File: src/rtl/wb_master_bridge.sv
// Single-outstanding command/response to Wishbone classic master bridge.
// A watchdog counter ends any access whose responder never acknowledges.
module wb_master_bridge #(
  parameter int ADDRWIDTH          = 10,
  parameter int DATAWIDTH          = 32,
  parameter int TIMEOUT_CNTR_WIDTH = 4,
  parameter int TIMEOUT_CYCLES     = 15,
  parameter logic [DATAWIDTH-1:0] TIMEOUT_RD_VALUE = 32'hDEF_FAB_AC
) (
  input  logic                 WBs_CLK_i,
  input  logic                 WBs_RST_i,
  input  logic                 CMD_VALID_i,
  output logic                 CMD_READY_o,
  input  logic                 CMD_WE_i,
  input  logic [ADDRWIDTH-1:0] CMD_ADR_i,
  input  logic [DATAWIDTH-1:0] CMD_DAT_i,
  input  logic [3:0]           CMD_SEL_i,
  output logic                 RSP_VALID_o,
  input  logic                 RSP_READY_i,
  output logic [DATAWIDTH-1:0] RSP_DAT_o,
  output logic                 RSP_ERR_o,
  output logic                 WBm_CYC_o,
  output logic                 WBm_STB_o,
  output logic                 WBm_WE_o,
  output logic [ADDRWIDTH-1:0] WBm_ADR_o,
  output logic [3:0]           WBm_SEL_o,
  output logic [DATAWIDTH-1:0] WBm_DAT_o,
  input  logic [DATAWIDTH-1:0] WBm_DAT_i,
  input  logic                 WBm_ACK_i
);

  typedef enum logic [1:0] {
    IDLE = 2'd0,
    BUS  = 2'd1,
    RESP = 2'd2
  } state_t;

  localparam logic [TIMEOUT_CNTR_WIDTH-1:0] CNTR_LOAD = TIMEOUT_CNTR_WIDTH'(TIMEOUT_CYCLES);
  localparam logic [TIMEOUT_CNTR_WIDTH-1:0] CNTR_LAST = TIMEOUT_CNTR_WIDTH'(1);

  state_t                        state_reg;
  logic [TIMEOUT_CNTR_WIDTH-1:0] cntr_reg;

  // Ready is the only combinational output so a waiting command is taken with no bubble.
  assign CMD_READY_o = (state_reg == IDLE);

  always_ff @(posedge WBs_CLK_i) begin
    if (!WBs_RST_i) begin
      state_reg   <= IDLE;
      cntr_reg    <= CNTR_LOAD;
      WBm_CYC_o   <= 1'b0;
      WBm_STB_o   <= 1'b0;
      WBm_WE_o    <= 1'b0;
      WBm_ADR_o   <= '0;
      WBm_SEL_o   <= '0;
      WBm_DAT_o   <= '0;
      RSP_VALID_o <= 1'b0;
      RSP_ERR_o   <= 1'b0;
      RSP_DAT_o   <= '0;
    end else begin
      case (state_reg)
        IDLE: begin
          if (CMD_VALID_i) begin
            state_reg <= BUS;
            cntr_reg  <= CNTR_LOAD;
            WBm_CYC_o <= 1'b1;
            WBm_STB_o <= 1'b1;
            WBm_WE_o  <= CMD_WE_i;
            WBm_ADR_o <= CMD_ADR_i;
            WBm_SEL_o <= CMD_SEL_i;
            WBm_DAT_o <= CMD_DAT_i;
          end
        end
        BUS: begin
          if (WBm_ACK_i) begin
            // An acknowledge wins even on the cycle the watchdog would expire.
            state_reg   <= RESP;
            WBm_CYC_o   <= 1'b0;
            WBm_STB_o   <= 1'b0;
            RSP_VALID_o <= 1'b1;
            RSP_ERR_o   <= 1'b0;
            RSP_DAT_o   <= WBm_WE_o ? '0 : WBm_DAT_i;
          end else begin
            if (cntr_reg != '0) begin
              cntr_reg <= cntr_reg - CNTR_LAST;
            end
            if (cntr_reg == CNTR_LAST) begin
              state_reg   <= RESP;
              WBm_CYC_o   <= 1'b0;
              WBm_STB_o   <= 1'b0;
              RSP_VALID_o <= 1'b1;
              RSP_ERR_o   <= 1'b1;
              RSP_DAT_o   <= WBm_WE_o ? '0 : TIMEOUT_RD_VALUE;
            end
          end
        end
        RESP: begin
          if (RSP_READY_i) begin
            state_reg   <= IDLE;
            RSP_VALID_o <= 1'b0;
          end
        end
        default: begin
          state_reg   <= IDLE;
          WBm_CYC_o   <= 1'b0;
          WBm_STB_o   <= 1'b0;
          RSP_VALID_o <= 1'b0;
        end
      endcase
    end
  end

endmodule
File: config.mk
export PLATFORM = sky130hd
export DESIGN_NAME = wb_master_bridge
export DESIGN_NICKNAME = d
export VERILOG_FILES = /design/src/rtl/wb_master_bridge.sv
export SDC_FILE = /design/constraint.sdc
export NUM_CORES = 1
export LEC_CHECK = 0
export ABC_AREA = 1
export CORE_AREA = 2 2 98 119
export CTS_CLUSTER_SIZE = 28
export DETAILED_ROUTE_END_ITERATION = 16
export DIE_AREA = 0 0 100 121
export DONT_BUFFER_PORTS = 1
export PLACE_DENSITY = 0.53
export SYNTH_ARGS = -nofsm -noshare
export SYNTH_HDL_FRONTEND = slang
export SYNTH_SLANG_ARGS = --single-unit
File: constraint.sdc
create_clock -name WBs_CLK_i -period 1.7 [get_ports WBs_CLK_i]
set_clock_uncertainty 0.15 [all_clocks]
set_input_delay 0.255 -clock WBs_CLK_i [delete_from_list [all_inputs] [get_ports WBs_CLK_i]]
set_output_delay 0.255 -clock WBs_CLK_i [all_outputs]
set_load 0.005 [all_outputs]
# [After elaboration in Yosys (flattened, before gate mapping)]
# Cells that the tools add are included.
[classes] muxes=22 n_bitwise=2 eq_ne=8 reduce_logical=10 addsub=1
[op_table] cell="32-bit 2-to-1 mux" count=4
[op_table] cell="4-bit 2-to-1 mux" count=3
[op_table] cell="3-bit AND reduction" count=3
[op_table] cell="2-bit 2-to-1 mux" count=4
[op_table] cell="2-bit != test (second input constant)" count=4
[op_table] cell="4-bit one-hot mux with 2 select lines" count=1
[op_table] cell="1-bit 2-to-1 mux" count=7
[op_table] cell="1-bit one-hot mux with 3 select lines" count=2
[op_table] cell="2-bit one-hot mux with 3 select lines" count=1
[op_table] cell="4-bit by 1-bit equality test with 1-bit output (second input constant)" count=1
[op_table] cell="2-bit AND reduction" count=2
[op_table] cell="4-bit AND reduction" count=1
[op_table] cell="2-bit nonzero test" count=2
[op_table] cell="4-bit nonzero test" count=1
[op_table] cell="4-bit by 1-bit subtractor with 4-bit output (second input constant)" count=1
[op_table] cell="3-bit != test (second input constant)" count=1
[op_table] cell="2-bit by 1-bit equality test with 1-bit output (second input constant)" count=1
[op_table] cell="2-bit equality test (second input constant)" count=1
[op_table] cell="2-bit logical NOT" count=1
[op_table] cell="1-bit inverter" count=2
[word_totals] regBits=88 out_inout_bits=84 word_cells=53 input_bits=84

# [Longest topological paths before layout]
[depth] word_depth=4 mapped_depth=9 ltp_nobuf=8

# [Worst setup path after synthesis]
# Ideal clock, no wire load.
[synth_timing] path_kind="reg2reg" start="register cntr_reg[1]" end="register RSP_DAT_o[21]" setup_ps=116 setup_slack_ps=338 path_buffers=1 period_less_slack_ps=1362 stages_incl_launch_ff=9 t_arrival_ps=1096 required_time_ps=1434 cell_sequence="dfxtp_1 inv_1 ha_1 nand2_1 nand2_2 nand2_4 buf_4 o21ai_0 nor2_1"
[synth_via] elab_chain_len=3
[synth_rtl] element="from (decl)" line="42" rtl="logic [TIMEOUT_CNTR_WIDTH-1:0] cntr_reg;"
[synth_rtl] element="from (signal assigned)" line="85" rtl="cntr_reg <= cntr_reg - CNTR_LAST;"
[synth_rtl] element="4-bit by 1-bit equality test with 1-bit output" line="87" rtl="if (cntr_reg == CNTR_LAST) begin"
[synth_rtl] element="2-bit nonzero test (no source line)"
[synth_rtl] element="2-bit AND reduction (no source line)"
[synth_rtl] element="to (signal assigned)" line="82" rtl="RSP_DAT_o <= WBm_WE_o ? '0 : WBm_DAT_i;"
[synth_rtl] element="to (signal assigned)" line="93" rtl="RSP_DAT_o <= WBm_WE_o ? '0 : TIMEOUT_RD_VALUE;"
[synth_rtl] element="to (decl)" line="20" rtl="output logic [DATAWIDTH-1:0] RSP_DAT_o,"
# No other way between the ends.
# A chain may end at the register's enable or synchronous reset.

# [Worst setup path after layout]
[layout_timing] start="register cntr_reg[1]" end="register RSP_DAT_o[10]"
# The elaborated chain is that of the path after synthesis.

==> metrics <==
total track usage 15.2%; drt total wl 9.40 mm; min Tclk post-route 1550 ps; Unique masters post-synth 24; critical path startpoint category flip-flop; Core Util, Final 40.0%; Slowest-stage cell, CP dfxtp_1; Final Slew Violations 0; Worst IR Drop VDD 0.484 mV; Levels on crit path 8; drt drc 0; r2r endpoint RSP_DAT_o[10]; DP HPWL 6.19 mm; Slew HR 73.3%; sequential cell area fraction in the yosys report 50.1%; Detailed Route Iter0 Violations 103; Crit path arrival time 1630 ps; chip width 100 microns; Sink Count 88; post-route ant nets 0; syn_area_per_cell 7.34 sq um; # diodes 0; fmax 645 MHz; worst path bufs/invs 2; status complete, no violations; origin of the worst setup path cntr_reg[1]; delay-heaviest family, CP simple AND/OR/NAND/NOR gates; Final Wtd Congestion 0.765; Rows 42; r2r startpoint cntr_reg[1]; crit path kind flip-flop to flip-flop; WL per Instance 14.4 microns; largest stage delay on the critical path 310 ps; Worst-Skew Late Latency 340 ps; mapped cell area 3520 sq um; mux cell area share after synthesis 0%; post-synthesis simple-gate area fraction 28.3%; Worst Hold Class input port to flip-flop; top flop regs RSP_DAT_o: 32 flops, WBm_DAT_o: 32 flops, WBm_ADR_o: 10 flops; initial core utilization 32.2%; post-route setup TNS 0 ps; Cell Chain, Critical Path inv_2 > ha_1 > nand2_1 > nand2_2 > nand2_4 > buf_4 > o21ai_0 > nor2_1; Synth warnings 0; CTS tree yes; Fillers 1129; Synth Area in Compound Gates 12.3%; Synth Instances 479; total CTS buffers 9; setup repair after global routing missed its margin no; Final setup viols 0; post-DR vias/cell 4.74; core region area 10900 sq um; Post-synth EDFFs 0; final cycle utilization of the critical path 91.2%; Leak Pwr 1.83 nW; Nets 602; Worst Max-Slew Pin Slew 400 ps; Placement Setup Slack 58.3 ps; maxcap violations 0; clk root buf clkbuf_16; Clk pin slew, worst setup/hold paths 70 ps; Worst setup EP type flip-flop; Synth Area in Adders 1.07%; Post-synth ARST share 0%; top-area cell type share of the netlist area 50.1%; H-tree levels 3; leading area contributor after synthesis dfxtp_1; largest family of logic cells by synthesized area simple AND/OR/NAND/NOR gates; Port Buffers 0; Req. time, crit path 1780 ps; DRT Pass-1 Iters 4; Pwr per Cell Area 1140 nW/um^2; initial antenna violation count 0; vias in the first global route 2973; largest net degree at the start of global routing 81; Setup WS post-layout 149 ps; critical path endpoint RSP_DAT_o[10]; final hold vios 0; reg-to-reg slack, setup 150 ps; P&R area growth vs syn 24.4%; top post-synthesis cells by area dfxtp_1 50%, nor2_1 22%, o21ai_0 11%; crit path max fanout 17; share of cells above drive strength 1 9.04%; die height 121 microns; r2r worst-path depth 8; die area 12100 sq um; total number of vias 3093; XOR/XNOR share of the synthesized area 0.249%; gr ovfl total 0; first-pass GRT wire length 14.4 mm; I/O Pins 168; Max Root-Sink Buffers 2; Pwr Total 4.97 mW; Mapped Nets 566; Most used DFF post-synth dfxtp_1; flops & latches, synth 88
cells in the final DEF (no fill, tap or decap), types with 2 or more instances in the layout:
master,instances
clkbuf_16,9
inv_1,16
inv_6,2
dlygate4sd3_1,47
nand2_1,17
ha_1,3
clkinv_4,4
buf_4,8
nand3_1,8
a21oi_1,5
nor2_1,205
dfxtp_1,88
nor2_2,11
o21ai_1,3
inv_2,5
o21ai_0,77
nand2_4,2
synthesized netlist by cell type, types with 2 or more instances:
master	n
dfxtp_1	88
inv_2	4
nor2_1	205
buf_6	5
a21oi_1	5
buf_2	8
o21ai_1	3
inv_1	17
nand2_1	17
nand2_4	2
buf_4	3
clkbuf_1	15
nand3_1	8
nor2_2	11
o21ai_0	77
ha_1	3
area by class of cell:
class | count | area, sq um | area share, %
clock buffer | 9 | 225 | 5.15
multi-input combinational | 337 | 1480 | 33.7
timing repair buffer | 57 | 578 | 13.2
clock inverter | 7 | 81.3 | 1.86
sequential | 88 | 1760 | 40.3
inverter | 22 | 87.6 | 2.00
tap | 132 | 165 | 3.78
power breakdown:
part	leakage (nW)	internal [mW]	total, mW	switching [mW]
clock	0.146	1.15	2.01	0.855
sequential	0.725	2.23	2.36	0.134
combinational	0.954	0.260	0.602	0.341
how the worst min path moves through the flow:
stage / to / slack [ps] / from / cells past startpoint
2_1_floorplan: WBm_ADR_o[0] / 270 / CMD_ADR_i[0] / 2
5_1_grt: RSP_DAT_o[12] / 40 / WBm_DAT_i[12] / 4
3_5_place_dp: cntr_reg[3] / 200 / WBs_RST_i / 1
4_1_cts: RSP_ERR_o / 2 / WBs_RST_i / 2
3_3_place_gp: cntr_reg[3] / 200 / WBs_RST_i / 1
6_report: state_reg[0] / 20 / WBs_RST_i / 2
routing by layer:
metal  part of all wire (%)  global-route usage, %  routed length, microns  up-vias
met5                      0                      0                       0        -
met4                    1.7                   6.51                     159        0
met3                     10                   6.22                     954       13
met2                     49                   26.6                    4640      124
met1                     39                   16.0                    3650     1388
li1                       -                      -                       -     1568
through the flow:
stage	cell area, sq um	hold slack [ps]	std cells
2_1_floorplan	3520	272	479
3_3_place_gp	3570	201	588
5_1_grt	4370	41.9	652
6_report	4370	18.4	652
4_1_cts	4360	1.90	651
3_5_place_dp	3570	201	588
cell families after synthesis:
kind of cell               after synthesis
DFF                                     88
xor gates and xnor gates                 1
adders and majority gates                3
AOI/OAI and AO/OA                       86
buffers and inverters                   54
and+or+nand+nor                        247
timing repair:
action / in CTS / in global routing
endpoints found under the hold margin: 81 / 1
hold buffers: 47 / 1
setup buffers: 0 / 0
resized for setup: 0 / 2
setup endpoints to repair: 0 / 33
No activity file was read; power rests on OpenSTA's default activity.
